## config.mk

```make
export PLATFORM = sky130hd
export DESIGN_NAME = fetch_uni
export DESIGN_NICKNAME = d
export VERILOG_FILES = /design/src/rtl/fetch_uni.sv
export SDC_FILE = /design/constraint.sdc
export NUM_CORES = 1
export LEC_CHECK = 0
export BUFFER_PORTS_ARGS = -buffer_cell sky130_fd_sc_hd__buf_2
export CORE_MARGIN = 5
export CORE_UTILIZATION = 55
export DETAILED_ROUTE_END_ITERATION = 6
export PLACE_DENSITY = 0.87
export SYNTH_ARGS = -nofsm -noshare
export SYNTH_HDL_FRONTEND = slang
export SYNTH_SLANG_ARGS = --single-unit
```

## constraint.sdc

```tcl
create_clock -name iCLK -period 7.4 [get_ports iCLK]
set_input_delay 1.11 -clock iCLK [delete_from_list [all_inputs] [get_ports iCLK]]
set_output_delay 1.11 -clock iCLK [all_outputs]
set_load 0.05 [all_outputs]
```

## src/rtl/fetch_uni.sv

```systemverilog
// rtl/fetch_uni.sv - LEGv8 instruction fetch stage with req/ready imem handshake
//
// Purpose:
//   Owns the PC, fetches one instruction at a time from a variable-latency
//   instruction memory, presents it to decode/control for one issue window,
//   then advances the PC sequentially or by a CBZ/CBNZ/B.cond displacement.
//   Outside the issue window the instruction bus is all-zero (a no-op bubble).
//
// Optional feature macro: FETCH_PERF_CNT_EN
//   When defined, retired and taken-branch counters are built.
//   When undefined, oRETIRED/oTAKEN are tied to zero.
//
// Ports:
//   iCLK, iRST          clock (rising edge), asynchronous active-high reset
//   oIMEM_REQ           fetch request, held until iIMEM_READY
//   oIMEM_ADDR          fetch address (current PC)
//   iIMEM_READY         instruction memory data valid this cycle
//   iIMEM_DATA          instruction word from memory
//   oVALID              instruction is in its issue window
//   oINSTR, oOPCODE     issued instruction and its [31:21] opcode, 0 when idle
//   oPC                 PC of the issued instruction
//   iSTALL              holds the issue window
//   iBRANCH             branch class: 00 none, 01 CBZ/CBNZ, 10 B.cond, 11 none
//   iZERO, iCOND_TRUE   ALU zero flag and B.cond result for the issued instr
//   oRETIRED, oTAKEN    performance counters

module fetch_uni #(
  parameter int                   PC_WIDTH = 64,
  parameter logic [PC_WIDTH-1:0]  RESET_PC = '0
) (
  input  logic                iCLK,
  input  logic                iRST,
  output logic                oIMEM_REQ,
  output logic [PC_WIDTH-1:0] oIMEM_ADDR,
  input  logic                iIMEM_READY,
  input  logic [31:0]         iIMEM_DATA,
  output logic                oVALID,
  output logic [31:0]         oINSTR,
  output logic [10:0]         oOPCODE,
  output logic [PC_WIDTH-1:0] oPC,
  input  logic                iSTALL,
  input  logic [1:0]          iBRANCH,
  input  logic                iZERO,
  input  logic                iCOND_TRUE,
  output logic [31:0]         oRETIRED,
  output logic [31:0]         oTAKEN
);

  typedef enum logic [1:0] {IDLE, FETCH, ISSUE} stateT;

  // Instructions are word aligned, so the low two reset bits are discarded.
  localparam logic [PC_WIDTH-1:0] RESET_PC_ALIGNED = {RESET_PC[PC_WIDTH-1:2], 2'b00};

  stateT               state;
  logic [PC_WIDTH-1:0] pc;
  logic [PC_WIDTH-1:0] branchOffset;
  logic [PC_WIDTH-1:0] nextPc;
  logic                taken;
  logic                issueExit;

  // The instruction register doubles as oINSTR; it is cleared on every ISSUE
  // exit so the bus carries a zero bubble whenever oVALID is low.
  assign oOPCODE    = oINSTR[31:21];
  assign oIMEM_ADDR = pc;
  assign oPC        = pc;
  assign issueExit  = (state == ISSUE) && !iSTALL;

  // Branch resolution. instr[24] separates CBNZ (1) from CBZ (0).
  always_comb begin
    taken = 1'b0;
    case (iBRANCH)
      2'b01:   taken = oINSTR[24] ? !iZERO : iZERO;
      2'b10:   taken = iCOND_TRUE;
      default: taken = 1'b0;
    endcase
  end

  // imm19 at instr[23:5], sign-extended and scaled to a byte offset.
  assign branchOffset = {{(PC_WIDTH-21){oINSTR[23]}}, oINSTR[23:5], 2'b00};
  assign nextPc       = pc + (taken ? branchOffset : PC_WIDTH'(4));

  always_ff @(posedge iCLK or posedge iRST) begin
    if (iRST) begin
      state     <= IDLE;
      pc        <= RESET_PC_ALIGNED;
      oIMEM_REQ <= 1'b0;
      oVALID    <= 1'b0;
      oINSTR    <= '0;
    end else begin
      case (state)
        IDLE: begin
          state     <= FETCH;
          oIMEM_REQ <= 1'b1;
        end
        FETCH: begin
          if (iIMEM_READY) begin
            oINSTR    <= iIMEM_DATA;
            oVALID    <= 1'b1;
            oIMEM_REQ <= 1'b0;
            state     <= ISSUE;
          end
        end
        ISSUE: begin
          if (!iSTALL) begin
            pc        <= nextPc;
            oINSTR    <= '0;
            oVALID    <= 1'b0;
            oIMEM_REQ <= 1'b1;
            state     <= FETCH;
          end
        end
        default: begin
          state     <= IDLE;
          oIMEM_REQ <= 1'b0;
          oVALID    <= 1'b0;
          oINSTR    <= '0;
        end
      endcase
    end
  end

`ifdef FETCH_PERF_CNT_EN
  logic [31:0] retiredCnt;
  logic [31:0] takenCnt;

  always_ff @(posedge iCLK or posedge iRST) begin
    if (iRST) begin
      retiredCnt <= '0;
      takenCnt   <= '0;
    end else if (issueExit) begin
      retiredCnt <= retiredCnt + 32'd1;
      if (taken) begin
        takenCnt <= takenCnt + 32'd1;
      end
    end
  end

  assign oRETIRED = retiredCnt;
  assign oTAKEN   = takenCnt;
`else
  assign oRETIRED = '0;
  assign oTAKEN   = '0;
`endif

endmodule

```

# After elaboration in Yosys (flattened, before gate mapping)
# Cells that the tools add are included.
# classes
add_sub_neg,1
eq_ne,6
n_mux,15
n_bitwise,2
n_reduce_logical,5
# ops
op,n
$pmux 32 s3,1
$add 64x64->64,1
$mux 32,2
$mux 64,1
$pmux 1 s3,2
$pmux 2 s3,1
$mux 1,5
$eq 2x1->1 const B,2
$eq 2x2->1 const B,2
$mux 2,2
$ne 2x2->1 const B,2
$reduce_and 2->1,2
$reduce_and 3->1,1
$logic_not 2->1,1
$not 1->1,2
$pmux 1 s2,1
$logic_not 1->1,1
# totals
register_bits,100
elab_cells,34

# Logic depth before layout (Yosys ltp)
# logic_depth
depth_word,5
ltp_mapped,18
ltp_nobuf,16

# Worst setup path before layout
# OpenSTA, ideal clock, no wires.
# synth_path
path_kind,in2reg
start,in iZERO
end,"reg pc[60], in the netlist oIMEM_ADDR[60]"
setup_time_ns,0.142
arrival_ns,4.310
required_ns,7.258
path_slack_ns,2.947
cell_stages,16
n_path_buf,2
cell_sequence,xor2_1 a22oi_1 nor2_1 clkbuf_1 nand2_1 fa_1 nand2b_1 a21oi_1 nor2b_1 o211ai_2 clkbuf_1 nand4_1 a22oi_1 and3_1 o21ai_0 xnor2_1
# synth_between
elab_chain_len,5
# synth_lines
item,line_no,source
"start, declared",43,"input logic iZERO,"
$logic_not 1->1,72,2'b01: taken = oINSTR[24] ? !iZERO : iZERO;
$mux 1 (*),72,
$pmux 1 s2 (*),71,case (iBRANCH)
$mux 64 (*),80,assign nextPc = pc + (taken ? branchOffset : PC_WIDTH'(4));
$add 64x64->64 (*),80,
"end signal, assigned",105,pc <= nextPc;
"end, declared",55,logic [PC_WIDTH-1:0] pc;
# Every way passes the cells marked *; elsewhere a longest branch is shown, timed or not.
# A chain may end at the register's enable or synchronous reset.

# Worst setup path in the final report
# layout_path
start,in iZERO
end,"reg pc[48], in the netlist oIMEM_ADDR[48]"
# The elaborated chain is that of the path after synthesis.

==> results_dict.tcl <==
set metrics [dict create \
    drt_iter0_drc 887 \
    place_congestion 0.967 \
    floorplan.die_area_sq_um 17000 \
    holdWs_ps 482 \
    async_flop_share_pct 100 \
    grt.total_usage_pct 24.6 \
    final_nets 1122 \
    comb_power_share_pct 62.9 \
    ir_drop_mv 0.319 \
    crit_path_frequent_cell "xor2_1" \
    antenna_cells 0 \
    synth_seq_cells 97 \
    area_delta_synth_final_pct 7.52 \
    ys_warn_count 0 \
    worst_pin_slew_ps 1220 \
    antenna_found_initial 0 \
    power.share.clock_pct 12.5 \
    swShare_pct 61.3 \
    netSwitchingPower_mw 2.64 \
    avgRoutedWirePerCell_microns 17.4 \
    relSlewSlack_pct 18.9 \
    drt-vias-per-instance 5.89 \
    status "finished, final reports clean" \
    cts-root-buf "clkbuf_16" \
    antenna_left 0 \
    clock-skew-final_ps 8.73 \
    path_cells "buf_2 -> xor2_1 -> a22oi_1 -> nor2_1 -> nand2_1 -> fa_1 -> nand2b_1 -> a21oi_1 -> nor2b_1 -> o211ai_2 -> nand3_1 -> o22a_1 -> a2111oi_2 -> mux2i_1 -> xor2_1" \
    die_w_microns 130 \
    setup_viol 0 \
    dr_wl_met2_mm 10.1 \
    num_io_pins 277 \
    timing.final.crit_share_pct 72.2 \
    slowest_delay_ps 720 \
    dp_hpwl_mm 16.2 \
    clock.fmax_ghz 0.187 \
    p_int_mw 1.67 \
    powerDensity_nw_per_um2 503 \
    top_layer "met4" \
    synth-edff-count 0 \
    clkSinkCount 97 \
    cp_top_family "compound AO/OA/AOI/OAI gates" \
    post-route-drc-count 0 \
    arrival_ps 5620 \
    rrSetupSlack_ps 2430 \
    p_leak_nw 4.42 \
    die_h_microns 130 \
    grt_overflow 0 \
    first_pass_iters 6 \
    rsz0062_at_grt "no" \
    synth.largest_area_cell "dfrtp_1" \
    cts_setup_buffers 0 \
    syn_area_sq_um 7970 \
    grt_pass1_wl_mm 33.8 \
    cts_resized 0 \
    wl_mm 21.8 \
    crit_path_end_kind "flop" \
    layout-drive-gt1-share_pct 23.8 \
    synth_top_cell_area_share_pct 30.5 \
    hold_viol 0 \
    synthTopCellsByCount "buf_4 (143), dfrtp_1 (97), nand2_1 (96)" \
    wl_met1_mm 9.13 \
    path_clk_slew_ps 70 \
    rows 44 \
    crit_type "input pin to flop" \
    slowest_stage "nor2_1" \
    dpl.cell_count 1234 \
    syn_avg_cell_area_sq_um 8.28 \
    layout.cells.non_filler 1250 \
    cts_tree "yes" \
    vias 7364 \
    hold_path.class "flop to flop" \
    initial_utilization_pct 55.5 \
    setup-tns-final_ps 0 \
    synth_area_leaders "dfrtp_1 (30%), buf_4 (13%), nand2_1 (4.5%), nor2_1 (4.3%), xnor2_1 (3.6%)" \
    tritoncts.num_buffers 9 \
    clk_path_buf_depth 2 \
    wl_met3_mm 2.09 \
    drv_cap 0 \
    cp_max_fo 17 \
    grt_max_degree 73 \
    fin_crit_ps 5340 \
    ys_seq_area_share_pct 30.5 \
    critPathBufInv 1 \
    yosysMostFrequentCell "buf_4" \
    cp.required_ps 7680 \
    cp-start-kind "input pin" \
    cts.htree.levels 3 \
    postCtsHoldBufs 0 \
    port_buffers 208 \
    clock_latency_ps 360 \
    seq_power_share_pct 24.6 \
    fin_util_pct 59.6 \
    synth_ff_type "dfrtp_1" \
    drv_slew 0 \
    synth_cell_types 76 \
    grt_pass1_vias 6737 \
    fp.coreArea_sq_um 14400 \
    syn_inst 962 \
]
## area by class of cell
cell class                      instances  area (sq um)
Inverter                                9          36.3
Multi-Input combinational cell        730          4450
Sequential cell                        97          2430
Fill cell                            1262          5800
Timing Repair Buffer                  214          1090
Tap cell                              184           230
Clock buffer                            9           225
Clock inverter                          7           109
## registers in the layout, summed over array words and instances, names as in the netlist
name        cells
oINSTR         32
oIMEM_ADDR     62
state           2
oVALID          1
## layout by cell type (no fill, tap or decap), types with 28 or more instances in the layout
cell type / count
buf_2: 208
nand2_1: 96
conb_1: 68
xor2_1: 28
a22o_1: 32
nor2_1: 92
dfrtp_1: 97
a21oi_1: 35
nand3_1: 29
xnor2_1: 33
o21ai_0: 47
## per-stage QoR
step / setup slack, ps / power, mW / area [sq um]
after floorplan: 2950 / 3.34 / 8220
after global placement: 2000 / 3.71 / 8230
after detailed placement: 1770 / 3.74 / 8230
after CTS: 2120 / 4.29 / 8570
after global routing: 1610 / 4.53 / 8570
final: 2060 / 4.31 / 8570
## power by group through the flow
stage | clock network [mW] | registers (mW) | logic [mW]
3_3_place_gp | 0 | 1.05 | 2.66
4_1_cts | 0.544 | 1.05 | 2.70
3_5_place_dp | 0 | 1.06 | 2.69
6_report | 0.539 | 1.06 | 2.71
5_1_grt | 0.567 | 1.10 | 2.87
2_1_floorplan | 0 | 1.59 | 1.75
## worst paths after layout
kind,cells past startpoint,start,end
worst min-delay path,1,oVALID,oVALID
max in group asynchronous,3,iRST,oIMEM_ADDR[22]
min in group asynchronous,2,iRST,oIMEM_ADDR[51]
worst max-delay path,15,iZERO,oIMEM_ADDR[48]
worst min register to register,1,oVALID,oVALID
worst max register to register,14,oINSTR[24],oIMEM_ADDR[48]
## logic make-up (layout without fill, tap and decap cells)
group | Yosys count | in the layout | synth area share, %
mux | 17 | 17 | 2.15
flops | 97 | 97 | 30.5
buf+inv | 202 | 239 | 16.9
xor+xnor | 61 | 61 | 6.70
other cells | 1 | 68 | 0.0471
fa+ha+maj | 21 | 21 | 3.39
simple gates | 366 | 366 | 22.8
compound gates | 197 | 197 | 17.6
## routing by layer
metal / up-vias / track usage, %
met5: - / 0
met4: 0 / 8.17
met3: 44 / 4.15
met2: 438 / 38.0
met1: 3479 / 35.4
li1: 3403 / -
(Power assumes the default switching activity.)
